==> src/rtl/decoder_nto2n_seq.sv <==
// Registered N-to-2^N one-hot decoder with held, single-strobe and auto-scan modes.
// Outputs are registered copies of the next-state decode, giving one cycle of latency from load.
module decoder_nto2n_seq #(
   parameter int N     = 2,
   parameter int DWELL = 4
) (
   input  logic            clk,
   input  logic            rst,
   input  logic            en,
   input  logic            load,
   input  logic [1:0]      mode,
   input  logic [N-1:0]    sel,
   output logic [2**N-1:0] d,
   output logic [N-1:0]    idx,
   output logic            busy
);

   localparam int W  = 2**N;
   localparam int CW = (DWELL > 1) ? $clog2(DWELL) : 1;

   typedef enum logic [1:0] {IDLE, HOLD, STROBE, SCAN} state_t;

   state_t          state_q, state_d;
   logic [N-1:0]    idx_q, idx_d;
   logic [CW-1:0]   cnt_q, cnt_d;
   logic [W-1:0]    dec_q, dec_d;
   logic            busy_q, busy_d;

   always_ff @(posedge clk or posedge rst) begin
      if (rst) begin
         state_q <= IDLE;
         idx_q   <= '0;
         cnt_q   <= '0;
         dec_q   <= '0;
         busy_q  <= 1'b0;
      end else begin
         state_q <= state_d;
         idx_q   <= idx_d;
         cnt_q   <= cnt_d;
         dec_q   <= dec_d;
         busy_q  <= busy_d;
      end
   end

   always_comb begin
      state_d = state_q;
      idx_d   = idx_q;
      cnt_d   = cnt_q;
      // en low dominates load; the latched mode lives in the state itself
      if (!en) begin
         state_d = IDLE;
         cnt_d   = '0;
      end else if (load) begin
         cnt_d = '0;
         unique case (mode)
            2'b00:   state_d = HOLD;
            2'b01:   state_d = STROBE;
            2'b10:   state_d = SCAN;
            default: state_d = IDLE;
         endcase
         if (mode != 2'b11) idx_d = sel;
      end else begin
         unique case (state_q)
            STROBE: state_d = IDLE;
            SCAN: begin
               if (cnt_q == CW'(DWELL-1)) begin
                  cnt_d = '0;
                  idx_d = idx_q + 1'b1;
               end else begin
                  cnt_d = cnt_q + 1'b1;
               end
            end
            default: ;
         endcase
      end
      busy_d = (state_d != IDLE);
      dec_d  = busy_d ? (W'(1) << idx_d) : '0;
   end

   assign d    = dec_q;
   assign idx  = idx_q;
   assign busy = busy_q;

endmodule

==> config.mk <==
export PLATFORM = sky130hd
export DESIGN_NAME = decoder_nto2n_seq
export DESIGN_NICKNAME = d
export VERILOG_FILES = /design/src/rtl/decoder_nto2n_seq.sv
export SDC_FILE = /design/constraint.sdc
export NUM_CORES = 1
export LEC_CHECK = 0
export ABC_AREA = 1
export CAP_MARGIN = 20
export CORE_UTILIZATION = 42
export CTS_CLUSTER_SIZE = 16
export DETAILED_ROUTE_END_ITERATION = 8
export HOLD_SLACK_MARGIN = 0.08
export PLACE_DENSITY = 0.77
export REMOVE_ABC_BUFFERS = 1
export SKIP_LAST_GASP = 1
export SLEW_MARGIN = 20
export SYNTH_ARGS = -nofsm -noshare
export SYNTH_HDL_FRONTEND = slang
export SYNTH_SLANG_ARGS = --single-unit
==> constraint.sdc <==
create_clock -name clk -period 1.2 [get_ports clk]
set_clock_uncertainty 0.15 [all_clocks]
set_input_delay 0.24 -clock clk [delete_from_list [all_inputs] [get_ports clk]]
set_output_delay 0.24 -clock clk [all_outputs]
set_load 0.05 [all_outputs]
==> results.py, run 1 <==
metrics = {
    "outcome": {
        "status": "finished, violations left",
        "violations": "setup timing",
    },
    "global_route": {
        "overflow": 0,
        "antenna_found_initial": 0,
        "track_usage_pct": 22.1,
        "grt_pass1_wl_microns": 2310,
        "grt_max_degree": 12,
        "grt_pass1_vias": 553,
    },
    "yosys": {
        "yosys_warnings": 0,
        "synth_cells": 78,
        "synth_area_sq_um": 649,
        "synth_largest_area_cell": "dfrtp_1",
        "seq_area_frac_synth_pct": 42.4,
        "synth.area.top_cells": "dfrtp_1 42%, nand2_1 11%, ha_1 9.6%",
        "yosysUniqueCellTypes": 18,
        "yosysTopAreaCellShare_pct": 42.4,
        "ys_ff_latch": 11,
        "syn_area_per_cell_sq_um": 8.33,
    },
    "timing": {
        "rsz0062_at_grt": "true",
        "finalSetupTns_ps": -925,
        "fmax_mhz": 736,
        "finalHoldViolations": 0,
        "hold_slack_ps": 107,
        "max_slew.worst_pin.slew_ps": 245,
        "finalCriticalPeriod_ps": 1360,
        "worst_slack_ps": -159,
        "fin_crit_sh_pct": 113,
        "slew_viol_final": 0,
        "slew_headroom_pct": 83.7,
        "setup_viol": 13,
    },
    "worst_setup_path": {
        "cp.required_ps": 1250,
        "cp_slowest_cell": "dfrtp_1",
        "crit_start": "cnt_q[1]",
        "critPathCapture": "d[3]",
        "cp_slowest_stage_delay_ps": 390,
        "end_kind": "register",
        "crit_chain": "ha_2 -> nand2_2 -> o21bai_1 -> nand3_1 -> nand2_2 -> nand2_2 -> nor2_1",
        "r2r_slack_ps": -160,
        "crit_arrival_ps": 1410,
        "r2r_end": "d[3]",
        "r2r_start": "cnt_q[1]",
        "start_kind": "register",
        "crit_top_cell": "nand2_2",
        "crit_type": "register to register",
        "worstPathMaxFanout": 3,
        "rr_worst_depth": 7,
    },
    "clock_network": {
        "htreeDepth": 1,
        "clk_pin_slew_ps": 70,
        "holdBufCountCts": 0,
        "cts-root-buf": "clkbuf_4",
        "clkLatencyLatePin_ps": 270,
        "cts_buffers": 3,
        "cts_tree": "done",
        "clock_path_buffers": 2,
        "cts_num_sinks": 11,
    },
    "floorplan": {
        "coreArea_sq_mm": 0.00137,
        "rows": 13,
        "fp.dieW_microns": 41.3,
        "start_util_pct": 47.5,
        "io_pins": 15,
        "die_h_microns": 41.3,
        "dieArea_sq_mm": 0.00171,
    },
    "power": {
        "vdd_drop_max_v": 0.000655,
        "intPower_uw": 702,
        "leakage_nw": 0.557,
        "clkPwrFrac_pct": 24.1,
        "combPwrFrac_pct": 35.7,
        "p_sw_share_pct": 31.8,
        "switching_power_uw": 328,
        "power_density_mw_per_mm2": 996,
        "seq_power_share_pct": 40.2,
    },
    "finish": {
        "regArea_sq_um": 275,
        "antenna_cells": 0,
        "areaGrowthSynthToFinish_pct": 59.3,
        "fin_nets": 121,
        "fillers": 93,
        "layout-drive-gt1-share_pct": 43.9,
        "multi_input_area_sq_um": 339,
        "instances_no_fill": 122,
    },
    "route": {
        "drt_wl_total_microns": 1460,
        "vias_per_cell": 4.88,
        "wl_per_cell_microns": 12.0,
        "num_vias": 595,
        "drtIter0Drc": 6,
        "route.detailed.drc": 0,
        "antenna_left": 0,
        "drtPass1Iterations": 4,
    },
    "place": {
        "port_buffers": 14,
        "dpl_worst_slack_ps": -602,
        "dp.cells": 114,
        "gp_congestion": 0.777,
        "hpwl_microns": 1040,
    },
    "run": {
        "maxCapViolCount": 0,
    },
    "min_path": {
        "hold_class": "input port to asynchronous set/reset pin",
    },
}
[flip-flops by register name (all words and copies together), names as in the netlist]
register  cells
idx           2
state_q       2
cnt_q         2
d             4
busy          1
[cell type report]
class                      instances  share of cell area, %
multi-input combinational         50                   32.8
clock buffer                       4                   2.54
timing repair buffer              26                   30.5
tap                               15                   1.81
sequential                        11                   26.6
inverter                          16                   5.80
[timing repair]
action / CTS / global route
setup buffers: 4 / 0
setup endpoints to repair: 17 / 14
resized for setup: 13 / 5
pin swaps: 10 / 10
[per-layer routing]
metal,global-route usage (%),vias to the layer above,routed length [microns],share of wire [%]
li1,-,302,-,-
met1,23.4,278,575,39
met2,38.7,13,805,55
met3,10.6,2,72,4.9
met4,6.45,0,10,0.68
met5,0,-,0,0
[worst min-delay path by stage]
stage	start	end	slack (ps)
after floorplan	rst	busy	-60
after global placement	rst	cnt_q[1]	380
after detailed placement	rst	state_q[1]	400
after CTS	rst	state_q[1]	110
after global routing	rst	state_q[0]	150
final	rst	state_q[1]	110
[logic make-up after synthesis]
family / after synthesis / share of synthesized area [%]
flops: 11 / 42.4
buf+inv: 17 / 11.0
fa+ha+maj: 5 / 9.63
compound gates: 7 / 7.90
simple gates: 38 / 29.1
[cells in the mapped netlist]
cell	count
ha_1	5
nor2_1	4
o21bai_1	1
a21boi_1	1
nor2_4	1
nand2_1	19
buf_6	1
o31ai_2	1
nand4_1	3
nand3_1	3
nand3_2	2
inv_1	13
clkinv_1	1
a21oi_1	3
dfrtp_1	11
nand2_2	6
a21oi_2	1
inv_2	2
[critical path: cells and delay by family, from the launching register on]
| family | cells | cell delay [ps] |
|---|---|---|
| compound gates | 1 | 140 |
| flops | 1 | 390 |
| simple gates | 5 | 410 |
| fa+ha+maj | 1 | 210 |
[cells in the final DEF (no fill, tap or decap)]
cell type        instances
buf_6                    2
inv_1                   11
a21boi_2                 1
nand4_1                  3
o21bai_1                 1
clkdlybuf4s50_1          3
nand3_1                  2
o31ai_2                  1
a21oi_1                  3
inv_2                    5
ha_4                     1
clkbuf_4                 3
nor2_4                   1
nand2_1                 15
buf_12                   8
ha_2                     2
clkbuf_1                 1
ha_1                     2
nor2_1                   4
dfrtp_1                 11
buf_4                    9
nand3_2                  3
dlygate4sd2_1            4
a21oi_2                  1
nand2_2                 10
[per-stage QoR]
step / cell area [sq um] / total power [mW] / utilization, %
floorplan: 638 / 0.576 / -
global placement: 940 / 0.752 / 68.8
detailed placement: 940 / 0.757 / 68.8
CTS: 1030 / 1.03 / 75.1
global route: 1030 / 1.08 / 75.7
finish: 1030 / 1.03 / 75.7
[power by group through the flow]
stage | logic, mW | registers (mW) | clock network [mW]
3_5_place_dp | 0.331 | 0.426 | 0
5_1_grt | 0.394 | 0.417 | 0.272
3_3_place_gp | 0.326 | 0.426 | 0
6_report | 0.368 | 0.414 | 0.248
4_1_cts | 0.365 | 0.415 | 0.254
2_1_floorplan | 0.0831 | 0.493 | 0
(Power assumes the default switching activity.)
==> run 2, diff against run 1 <==
Settings changed: SETUP_SLACK_MARGIN set to 0.4, SKIP_LAST_GASP 1 to not set.
==> run 2 against run 1 <==
The run still ends with setup timing left. Routed wire length increased by 29%. Register-to-register slack about the same. Design area increased by 12%. Non-clock buffer count up 6. Die area unchanged. Critical path type unchanged.
==> results.py, run 2 (synthesis gave the netlist of run 1 again) <==
metrics = {
    "timing": {
        "fin_crit_sh_pct": 113,
        "worst_slack_ps": -156,
        "slew_viol_final": 0,
        "fmax_mhz": 737,
        "slew_headroom_pct": 89.1,
        "setup_viol": 14,
        "finalHoldViolations": 0,
        "max_slew.worst_pin.slew_ps": 164,
        "rsz0062_at_grt": "true",
        "finalCriticalPeriod_ps": 1360,
    },
    "place": {
        "dpl_worst_slack_ps": -602,
        "hpwl_microns": 1040,
        "gp_congestion": 0.777,
        "port_buffers": 14,
        "dp.cells": 114,
    },
    "worst_setup_path": {
        "cp.required_ps": 1250,
        "crit_chain": "ha_2 -> nand2_2 -> o21bai_1 -> nand3_1 -> nand2_2 -> nand2_2 -> nor2_1",
        "worstPathMaxFanout": 3,
        "path_buf_inv": 0,
        "crit_type": "register to register",
        "end_kind": "register",
        "crit_top_cell": "nand2_2",
        "crit_arrival_ps": 1400,
        "path_depth": 7,
        "start_kind": "register",
        "cp_slowest_cell": "dfrtp_1",
        "rr_worst_depth": 7,
        "cp_slowest_stage_delay_ps": 390,
        "critical_path.top_delay_family": "simple AND/OR/NAND/NOR gates",
    },
    "floorplan": {
        "coreArea_sq_mm": 0.00137,
        "io_pins": 15,
        "rows": 13,
        "dieArea_sq_mm": 0.00171,
        "die_h_microns": 41.3,
        "fp.dieW_microns": 41.3,
        "start_util_pct": 47.5,
    },
    "global_route": {
        "use_met2_pct": 47.7,
        "grt_use_met1_pct": 26.1,
        "grt_pass1_wl_microns": 2610,
        "track_usage_pct": 25.1,
        "met3_usage_pct": 9.57,
        "busiest_layer": "met2",
        "grt_pass1_vias": 590,
        "overflow": 0,
        "grt_max_degree": 12,
        "antenna_found_initial": 0,
    },
    "clock_network": {
        "cts_buffers": 3,
        "htreeDepth": 1,
        "clock_path_buffers": 2,
        "clkLatencyLatePin_ps": 270,
        "cts_tree": "done",
        "cts_num_sinks": 11,
        "cts-root-buf": "clkbuf_4",
        "clk_pin_slew_ps": 70,
    },
    "power": {
        "intPower_uw": 727,
        "vdd_drop_max_v": 0.000658,
        "p_sw_share_pct": 32.2,
        "leakage_nw": 0.615,
        "clkPwrFrac_pct": 23.3,
        "switching_power_uw": 345,
        "power_density_mw_per_mm2": 922,
        "combPwrFrac_pct": 37.9,
        "seq_power_share_pct": 38.8,
        "total_power_mw": 1.07,
    },
    "finish": {
        "antenna_cells": 0,
        "fin_nets": 127,
        "areaGrowthSynthToFinish_pct": 79.0,
        "instances_no_fill": 128,
        "final_common_cell": "nand2_1",
        "fillers": 68,
        "layout_common_cells": "13 x nand2_1, 12 x buf_4, 11 x nand2_2, 11 x dfrtp_1, 10 x inv_1",
        "largest_reg_flops": 4,
        "layout-drive-gt1-share_pct": 54.9,
    },
    "run": {
        "maxCapViolCount": 0,
    },
    "route": {
        "wl_per_cell_microns": 14.7,
        "route.detailed.drc": 0,
        "drtIter0Drc": 8,
        "drtPass1Iterations": 4,
        "antenna_left": 0,
        "drt_wl_total_microns": 1880,
        "num_vias": 628,
        "vias_per_cell": 4.91,
    },
    "outcome": {
        "violations": "setup timing",
        "status": "finished, violations left",
    },
    "min_path": {
        "hold_class": "input port to asynchronous set/reset pin",
    },
}
==> run 2: per-layer routing <==
layer | vias to the layer above | share of wire [%] | wire, microns
li1 | 312 | - | -
met2 | 13 | 59 | 1110
met4 | 0 | 0 | 0
met5 | - | 0 | 0
met3 | 0 | 2.9 | 54
met1 | 303 | 38 | 715
==> run 2: final timing paths <==
kind                                from  slack [ps]          to
min in group clk                      en         270  state_q[0]
worst min-delay path                 rst         110  state_q[0]
worst max-delay path            cnt_q[1]        -160        d[3]
worst min register to register  cnt_q[0]         470    cnt_q[0]
worst max register to register  cnt_q[1]        -160        d[3]
max in group asynchronous            rst         640        d[0]
==> run 2: through the flow <==
stage | instance area [sq um] | hold WS [ps] | TNS (ps) | utilization (%)
3_5_place_dp | 940 | 401 | -4940 | 68.8
3_3_place_gp | 940 | 384 | -4660 | 68.8
4_1_cts | 1120 | 114 | -914 | 81.8
5_1_grt | 1160 | 146 | -1650 | 85.1
6_report | 1160 | 112 | -994 | 85.1
2_1_floorplan | 638 | -57.6 | -1300 | -
==> run 2: what timing repair did <==
item                       4_1_cts  5_1_grt
pin swaps                       15        8
resized for setup               35        8
hold endpoints to repair         0        0
cloned                           1        0
setup buffers                    7        2
setup endpoints to repair       18       18
hold buffers                     0        0
==> run 2: area by class of cell <==
| class | instances | area, sq um | share of cell area (%) |
|---|---|---|---|
| inverters | 16 | 62.6 | 5.38 |
| clock buffers | 4 | 26.3 | 2.26 |
| well taps | 15 | 18.8 | 1.61 |
| repair buffers | 32 | 397 | 34.1 |
| multi-input cells | 50 | 383 | 32.9 |
| flip-flops and latches | 11 | 275 | 23.7 |
==> run 2: worst min-delay path: cells and delay by family <==
family                 cells  cell delay [ps]
buffers and inverters      3              640
==> run 2: power groups by stage <==
stage | Sequential, mW | Clock, mW | Combinational (mW)
2_1_floorplan | 0.493 | 0 | 0.0831
3_3_place_gp | 0.426 | 0 | 0.326
3_5_place_dp | 0.426 | 0 | 0.331
4_1_cts | 0.415 | 0.254 | 0.392
5_1_grt | 0.419 | 0.272 | 0.429
6_report | 0.416 | 0.249 | 0.406
==> run 3, diff against run 2 <==
Settings changed: CTS_BUF_LIST set to sky130_fd_sc_hd__clkbuf_16, HOLD_SLACK_MARGIN 0.08 to 0.02.
==> run 3 against run 2 <==
The run still ends with setup timing left. Critical path depth unchanged. Worst setup slack worse by 74 ps. Core utilization up 3.8 points. Power up 35%. Die area did not move. Via count rose by 5.4%. Sequential power is essentially flat. Combinational power rose by 6.4%.
==> results.py, run 3 (synthesis gave the netlist of run 1 again) <==
metrics = {
    "floorplan": {
        "fp.dieW_microns": 41.3,
        "start_util_pct": 47.5,
        "die_h_microns": 41.3,
        "coreArea_sq_mm": 0.00137,
        "rows": 13,
        "io_pins": 15,
        "dieArea_sq_mm": 0.00171,
    },
    "worst_setup_path": {
        "r2r_end": "d[2]",
        "rr_worst_depth": 7,
        "r2r_start": "cnt_q[1]",
        "start_kind": "register",
        "crit_start": "cnt_q[1]",
        "worstPathMaxFanout": 3,
        "cp.required_ps": 1210,
        "crit_type": "register to register",
        "critPathCapture": "d[2]",
        "end_kind": "register",
        "crit_arrival_ps": 1440,
        "r2r_slack_ps": -230,
    },
    "place": {
        "postPlaceCellArea_sq_um": 940,
        "hpwl_microns": 1040,
        "dpl_worst_slack_ps": -602,
        "port_buffers": 14,
        "dp.cells": 114,
        "gp_congestion": 0.777,
    },
    "route": {
        "drt_wl_total_microns": 2150,
        "wl_per_cell_microns": 16.6,
        "antenna_left": 0,
        "num_vias": 662,
        "route.detailed.drc": 0,
        "drtIter0Drc": 18,
        "drtPass1Iterations": 4,
        "vias_per_cell": 5.13,
    },
    "clock_network": {
        "cts_num_sinks": 11,
        "holdBufCountCts": 0,
        "cts-root-buf": "clkbuf_16",
        "cts_buffers": 3,
        "htreeDepth": 1,
        "clkLatencyLatePin_ps": 240,
        "clock_path_buffers": 2,
        "cts_tree": "done",
        "clk_pin_slew_ps": 40,
    },
    "finish": {
        "layout-drive-gt1-share_pct": 57.0,
        "fillers": 60,
        "antenna_cells": 0,
        "final_util_pct": 88.9,
        "regArea_sq_um": 275,
        "fin_nets": 128,
        "layout_common_cells": "14 x buf_4, 12 x nand2_1, 11 x dfrtp_1",
        "areaGrowthSynthToFinish_pct": 87.1,
        "instances_no_fill": 129,
        "multi_input_area_sq_um": 385,
        "finish.instance_area_sq_mm": 0.00121,
        "largest_reg_flops": 4,
        "final_common_cell": "buf_4",
    },
    "timing": {
        "fmax_mhz": 699,
        "finalCriticalPeriod_ps": 1430,
        "finalSetupTns_ps": -1170,
        "worst_slack_ps": -230,
        "rsz0062_at_grt": "true",
        "finalHoldViolations": 0,
        "fin_crit_sh_pct": 119,
        "hold_slack_ps": 145,
        "max_slew.worst_pin.slew_ps": 203,
        "setup_viol": 8,
        "slew_viol_final": 0,
        "slew_headroom_pct": 86.4,
    },
    "power": {
        "clkPwrFrac_pct": 41.3,
        "seq_power_share_pct": 28.9,
        "vdd_drop_max_v": 0.00152,
        "intPower_mw": 1.05,
        "switching_power_uw": 403,
        "p_sw_share_pct": 27.8,
        "total_power_mw": 1.45,
        "power_density_mw_per_mm2": 1190,
        "leakage_nw": 0.653,
        "combPwrFrac_pct": 29.8,
    },
    "outcome": {
        "violations": "setup timing",
        "status": "finished, violations left",
    },
    "global_route": {
        "grt_max_degree": 12,
        "track_usage_pct": 28.2,
        "antenna_found_initial": 0,
        "grt_pass1_vias": 635,
        "grt_pass1_wl_microns": 2920,
        "overflow": 0,
    },
    "run": {
        "maxCapViolCount": 0,
    },
    "min_path": {
        "hold_class": "input port to asynchronous set/reset pin",
    },
}
[run 3: changes by cell type in the layout (fill, tap and decap cells not counted), moves of 2 or more]
| cell | delta |
|---|---|
| clkbuf_4 | -3 |
| buf_4 | +2 |
| nand2_4 | +2 |
| clkbuf_16 | +3 |
[run 3: power by group through the flow]
stage | combinational (mW) | sequential [mW] | clock, mW
after CTS | 0.406 | 0.419 | 0.601
after floorplan | 0.0831 | 0.493 | 0
final | 0.432 | 0.419 | 0.599
after global placement | 0.326 | 0.426 | 0
after global routing | 0.455 | 0.422 | 0.620
after detailed placement | 0.331 | 0.426 | 0
[run 3: area by class of cell]
| class | instances | share of cell area (%) |
|---|---|---|
| Sequential cell | 11 | 22.7 |
| Inverter | 16 | 5.15 |
| Clock inverter | 1 | 0.309 |
| Multi-Input combinational cell | 50 | 31.7 |
| Timing Repair Buffer | 33 | 32.4 |
| Clock buffer | 3 | 6.18 |
| Tap cell | 15 | 1.54 |
[run 3: timing repair]
action                                 4_1_cts  5_1_grt
pin swaps                                    9       10
gates cloned                                 1        0
setup endpoints to repair                   18       18
gates resized for setup                     37       10
endpoints found under the hold margin        0        0
setup buffers                               10        0
[run 3: routing by layer]
layer  GRT usage [%]  wire (microns)
met5               0               0
met4            2.42              12
met3            10.6              91
met2            55.1            1270
met1            29.1             768
[run 3: worst min path at each step]
| stage | start | end | slack (ps) | cells past startpoint |
|---|---|---|---|---|
| 2_1_floorplan | rst | busy | -60 | 1 |
| 3_3_place_gp | rst | cnt_q[1] | 380 | 3 |
| 3_5_place_dp | rst | state_q[1] | 400 | 3 |
| 4_1_cts | rst | state_q[1] | 160 | 3 |
| 5_1_grt | rst | state_q[1] | 200 | 3 |
| 6_report | rst | state_q[0] | 140 | 3 |
[run 3: critical path, cell delays in order, from the launching register on]
cell and delay (ps):
dfrtp_1 390, ha_2 210, nand2_2 60, o21bai_1 160
nand3_1 110, nand2_2 110, nand2_4 70, nor2_1 100
==> variant: new RTL, settings of run 1 <==
The output `d` loses its register stage (`dec_q` becomes a continuous assignment).
--- a/src/rtl/decoder_nto2n_seq.sv
+++ b/src/rtl/decoder_nto2n_seq.sv
@@ -33,3 +33,2 @@
          cnt_q   <= '0;
-         dec_q   <= '0;
          busy_q  <= 1'b0;
@@ -39,3 +38,2 @@
          cnt_q   <= cnt_d;
-         dec_q   <= dec_d;
          busy_q  <= busy_d;
@@ -43,2 +41,4 @@
    end
+
+   assign dec_q = dec_d;
 
Formal check against the unedited RTL: not equivalent (a bounded check fails within 4 cycles, from zero or initial values and one cycle with rst high).
==> variant against run 1 <==
The flow now stops in global routing (5_1_grt). Synthesized area shrank 15%.
==> variant: results (changes against run 1) <==
muxShareOfSynthArea_pct: 0  # unchanged
ys_top_cells_by_count: "nand2_1, inv_1, dfrtp_1"
ys_seq_area_share_pct: 31.9  # -10 points
place_congestion: 0.726  # -6.5%
synth_flop_cell: "dfrtp_1"
grt_max_degree: 8
synth_fa_ha_area_share_pct: 11.4  # +1.8 points
synth_edf_count: 0  # unchanged
synth_compound_area_share_pct: 9.34  # +1.4 points
clock-root-buffer: "clkbuf_4"
crit_endpoint: "d[3]"
cts_htree_levels: 1  # unchanged
ys_types: 18  # unchanged
dpl.hpwl_um: 1210  # +16%
numCtsBuffers: 3  # unchanged
stop_stage: "global routing (5_1_grt)"
first-error: "[ERROR DPL-0033] detailed placement checks failed during check placement."
dp_slack_ns: -1.05  # -0.447 ns
status: "did not finish"
yosysWarnings: 0  # unchanged
clk_path_buf_depth: 2  # unchanged
grt_antenna_before_repair: 0
synth_area_leaders: "dfrtp_1, nand2_1, ha_1"
synth-seq-cells: 7  # -4
port_buffers: 14  # unchanged
synth-async-reset-ratio_pct: 100  # unchanged
worst_endpoint_kind: "output port"
synth-xor-area-share_pct: 0  # unchanged
==> variant: cell types whose count changed after synthesis, sizes merged <==
cell,delta
dfrtp,-4
==> variant: cell families after synthesis <==
logic type,Yosys count
AO/OA/AOI/OAI,7
adder cells (fa/ha/maj),5
buffers and inverters,17
flip-flops,7
AND/OR/NAND/NOR,38
==> variant: what timing repair did <==
| action | in CTS |
|---|---|
| resized for setup | 28 |
| endpoints found under the setup margin | 14 |
| pin swaps | 15 |
| buffers inserted | 7 |
==> variant: through the flow <==
stage	std cells	area (sq um)	util, %
after detailed placement	119	901	77.9
after floorplan	73	538	-
after CTS	130	1050	91.0
after global placement	119	901	77.9
